--- config.mk ---
export PLATFORM = sky130hd
export DESIGN_NAME = serial_subtractor
export DESIGN_NICKNAME = d
export VERILOG_FILES = /design/src/rtl/serial_subtractor.sv
export SDC_FILE = /design/constraint.sdc
export NUM_CORES = 1
export LEC_CHECK = 0
export BUFFER_PORTS_ARGS = -buffer_cell sky130_fd_sc_hd__clkbuf_2
export CORE_ASPECT_RATIO = 1.5
export CORE_MARGIN = 2
export CORE_UTILIZATION = 50
export DETAILED_ROUTE_END_ITERATION = 12
export PLACE_DENSITY = 0.73
export SYNTH_ARGS = -nofsm -noshare
export SYNTH_HDL_FRONTEND = slang
export SYNTH_SLANG_ARGS = --single-unit
--- constraint.sdc ---
create_clock -name clk -period 3.7 [get_ports clk]
set_clock_uncertainty 0.05 [all_clocks]
set_input_delay 0.185 -clock clk [delete_from_list [all_inputs] [get_ports clk]]
set_output_delay 0.185 -clock clk [all_outputs]
set_load 0.1 [all_outputs]
--- src/rtl/serial_subtractor.sv ---
// Bit-serial unsigned subtractor: one full-subtractor cell processes an LSB pair per cycle.
// Result, borrow and handshake outputs are registered; done pulses the cycle after DONE.
module serial_subtractor #(
  parameter int WIDTH = 8
) (
  input  logic             clk,
  input  logic             rst_n,
  input  logic             start,
  input  logic [WIDTH-1:0] a,
  input  logic [WIDTH-1:0] b,
  output logic             busy,
  output logic             done,
  output logic [WIDTH-1:0] diff,
  output logic             borrow_out
);

  localparam int CW = $clog2(WIDTH + 1);

  // state | meaning
  // IDLE  | waiting for start, outputs hold last result
  // RUN   | one bit processed per cycle, WIDTH cycles
  // DONE  | result registered, done follows on the next cycle
  typedef enum logic [1:0] {IDLE, RUN, DONE} state_t;

  state_t           state_q, state_d;
  logic [WIDTH-1:0] a_sh_q, a_sh_d;
  logic [WIDTH-1:0] b_sh_q, b_sh_d;
  logic [WIDTH-1:0] res_q, res_d;
  logic [WIDTH-1:0] diff_q, diff_d;
  logic [CW-1:0]    cnt_q, cnt_d;
  logic             bor_q, bor_d;
  logic             bout_q, bout_d;
  logic             busy_q, busy_d;
  logic             done_q, done_d;
  logic             d_bit, bo_bit;

  always_comb begin
    d_bit  = a_sh_q[0] ^ b_sh_q[0] ^ bor_q;
    bo_bit = (~a_sh_q[0] & b_sh_q[0]) | (~(a_sh_q[0] ^ b_sh_q[0]) & bor_q);

    state_d = state_q;
    a_sh_d  = a_sh_q;
    b_sh_d  = b_sh_q;
    res_d   = res_q;
    diff_d  = diff_q;
    cnt_d   = cnt_q;
    bor_d   = bor_q;
    bout_d  = bout_q;
    done_d  = 1'b0;

    case (state_q)
      IDLE: begin
        if (start) begin
          a_sh_d  = a;
          b_sh_d  = b;
          res_d   = '0;
          bor_d   = 1'b0;
          cnt_d   = '0;
          state_d = RUN;
        end
      end
      RUN: begin
        res_d  = {d_bit, res_q[WIDTH-1:1]};
        a_sh_d = a_sh_q >> 1;
        b_sh_d = b_sh_q >> 1;
        bor_d  = bo_bit;
        cnt_d  = cnt_q + 1'b1;
        // Last bit: capture the fully shifted result in the same edge as DONE entry
        if (cnt_q == CW'(WIDTH - 1)) begin
          diff_d  = {d_bit, res_q[WIDTH-1:1]};
          bout_d  = bo_bit;
          state_d = DONE;
        end
      end
      DONE: begin
        done_d  = 1'b1;
        state_d = IDLE;
      end
      default: state_d = IDLE;
    endcase

    busy_d = (state_d != IDLE);
  end

  always_ff @(posedge clk or negedge rst_n) begin
    if (!rst_n) begin
      state_q <= IDLE;
      a_sh_q  <= '0;
      b_sh_q  <= '0;
      res_q   <= '0;
      diff_q  <= '0;
      cnt_q   <= '0;
      bor_q   <= 1'b0;
      bout_q  <= 1'b0;
      busy_q  <= 1'b0;
      done_q  <= 1'b0;
    end else begin
      state_q <= state_d;
      a_sh_q  <= a_sh_d;
      b_sh_q  <= b_sh_d;
      res_q   <= res_d;
      diff_q  <= diff_d;
      cnt_q   <= cnt_d;
      bor_q   <= bor_d;
      bout_q  <= bout_d;
      busy_q  <= busy_d;
      done_q  <= done_d;
    end
  end

  assign busy       = busy_q;
  assign done       = done_q;
  assign diff       = diff_q;
  assign borrow_out = bout_q;

endmodule
==> flow_summary_export.csv <==
group,metric,value,unit
logic_synthesis,synth_edf_count,0,
status,status,"finished, violations left",
timing,fmax,434,MHz
timing,worst_hold_slack,-3.14,ps
layout,num_antenna_cells,0,
placement,place_congestion,0.751,
status,violations,"negative hold slack",
logic_synthesis,synth-simple-area-share,0.186,
pwr,power,0.00192,W
floorplanning,start_util,0.526,
logic_synthesis,netlist_area,1680,um2
logic_synthesis,synth_cell_types,25,
logic_synthesis,synth_compound_area_frac,0.0776,
clock_tree,cts.repair.resized,0,
floorplanning,std_cell_rows,25,
timing,setup_violations,0,
floorplanning,io_pins,30,
clock_tree,clk_pin_slew,70,ps
drt,wirelength,3130,um
logic_synthesis,synth_xor_area_frac,0.00522,
logic_synthesis,synth-async-reset-ratio,1.00,
job,cap_viol_max_count,0,
grt,grt.total_usage,0.202,
setup_path,crit_fanout,28,
logic_synthesis,synth_top_family_by_area,"simple AND/OR/NAND/NOR gates",
logic_synthesis,synth_cells,155,
drt,post-route-drc-count,0,
worst_hold_path,holdCritPathClass,"in -> async",
logic_synthesis,ys_ff_latch,41,
clock_tree,clk_latency,290,ps
pwr,vdd_ir_drop_max,609,uV
grt,grt_pass1_wl,5760,um
setup_path,startpoint_type,"register",
setup_path,crit_type,"reg -> reg",
setup_path,cp_data_required_time,3820,ps
logic_synthesis,syn_avg_cell_area,10.8,um2
timing,period_minus_slack,2300,ps
placement,numPortBuffers,29,
clock_tree,cts_buffers,5,
logic_synthesis,synthAdderAreaFrac,0.0194,
logic_synthesis,ys.warnings.count,0,
setup_path,crit_chain,"nand2b_1 -> nor3_4 -> mux2_2",
drt,drtIter0Drc,57,
drt,antenna_left,0,
pwr,leakagePower,0.953,nW
clock_tree,postCtsSetupBuffers,0,
floorplanning,coreArea,3190,um2
logic_synthesis,syn_nets,176,
layout,nNetsFinal,203,
setup_path,worstPathArrival,2430,ps
drt,dr.pass1.iters,5,
grt,antenna_found_initial,0,
drt,via_count,1231,
grt,grt_max_degree,42,
logic_synthesis,synth_ff_type,"dfrtp_1",
logic_synthesis,synth.area.mux_share,0.0656,
floorplanning,dieArea,3840,um2
placement,dp_cells,215,
setup_path,cp_top_family,"simple AND/OR/NAND/NOR gates",
timing,fin_setup_tns,0,ps
clock_tree,clock_path_buffers,2,
placement,place_hpwl,2130,um
logic_synthesis,yosys.cell_count.top_type,"dfrtp_1",
timing,grt_setup_unrepaired,"no",
clock_tree,cts_tree,"done",
drt,wire_per_inst,14.1,um
layout,syn2layout_area_growth,14.0,%
pwr,powerDensity,1000,nW/um2
timing,slew_violations,0,
clock_tree,cts_root_buf,"clkbuf_8",
timing,tightest_slew,1070,ps
setup_path,ff2ff_setup_slack,1400,ps
layout,fillerInstances,285,
clock_tree,cts_hold_buf,0,
clock_tree,cts_sinks,41,
logic_synthesis,yosysSeqAreaShare,0.611,
logic_synthesis,synth_top_area_cell,"dfrtp_1",
setup_path,worst-path-buf-inv,0,
logic_synthesis,synth.area.top_cells,"dfrtp_1, nand2_1, mux2_2",
clock_tree,htree_levels,2,
grt,grt.overflow.total,0,
setup_path,cp_slowest_stage_delay,680,ps
floorplanning,die_y,74.9,um
layout,utilization,0.600,
layout,drive_gt1_frac,0.253,
setup_path,end_kind,"register",
drt,routed_via_density,5.55,
layout,stdcell_count,222,
setup_path,crit_slowest_cell,"nor3_4",
timing,period_share,0.622,
timing,slew_headroom,0.289,
grt,grt_pass1_vias,1344,
floorplanning,die_w,51.3,um
timing,finalHoldViolations,20,
logic_synthesis,synth_top_area_share,0.611,
logic_synthesis,synth_commonest_cells,"dfrtp_1, nand2_1, nor2_1",
==> layer usage <==
layer  track usage  up-vias  routed length [um]
li1              -      577                   -
met1         0.228      615                1250
met2         0.365       32                1670
met3        0.0536        7                 143
met4        0.0789        0                  66
met5             0        -                   0
==> power by group <==
| part | switching [W] | internal (W) |
|---|---|---|
| sequential | 0.000121 | 0.000644 |
| combinational | 0.000632 | 0.000237 |
| clock | 0.000141 | 0.000148 |
| total | 0.000894 | 0.00103 |
==> sequential cells by signal, indices dropped and copies added, names as in the netlist, 2 cells and up <==
name / cells
diff: 8
cnt_q: 4
b_sh_q: 8
a_sh_q: 8
state_q: 2
res_q: 7
==> layout make-up <==
class | count | area (um2) | area share
Multi-Input combinational cell | 102 | 594 | 0.311
Inverter | 3 | 11.3 | 0.00589
Sequential cell | 41 | 1030 | 0.536
Timing Repair Buffer | 29 | 145 | 0.0759
Tap cell | 40 | 50.0 | 0.0262
Clock buffer | 7 | 86.3 | 0.0451
==> worst paths after layout <==
path,from,end,cells past startpoint
worst max-delay path,state_q[1],diff[3],3
worst min-delay path,rst_n,diff[7],1
worst max register to register,state_q[1],diff[3],3
worst min register to register,res_q[2],res_q[1],2
max in group asynchronous,rst_n,cnt_q[1],1
min in group clk,b[7],b_sh_q[7],3
==> cell families (layout without fill, tap and decap cells) <==
kind of cell / after synthesis / in the layout
simple gates: 69 / 69
fa+ha+maj: 2 / 2
compound gates: 20 / 20
xor+xnor: 1 / 1
flops: 41 / 41
buf+inv: 12 / 39
mux: 10 / 10
==> placed cells by master (no fill, tap or decap), drive strengths merged <==
cell,instances
dfrtp,41
clkbuf,36
nand2,26
nor2,21
nand3,14
o22ai,10
mux2,8
o21ai,4
a22oi,4
inv,3
nor3b,2
mux2i,2
nand2b,1
nor3,1
or3b,1
and2b,1
o21ba,1
nor2b,1
nand4,1
a21o,1
xnor2,1
fa,1
ha,1
==> per-stage QoR <==
step                area [um2]  worst slack (ps)
floorplan                 1680              2140
detailed placement        1830              1370
global route              1910              1230
global placement          1830              1470
CTS                       1910              1360
finish                    1910              1400
Power figures use the tool's default switching activity.
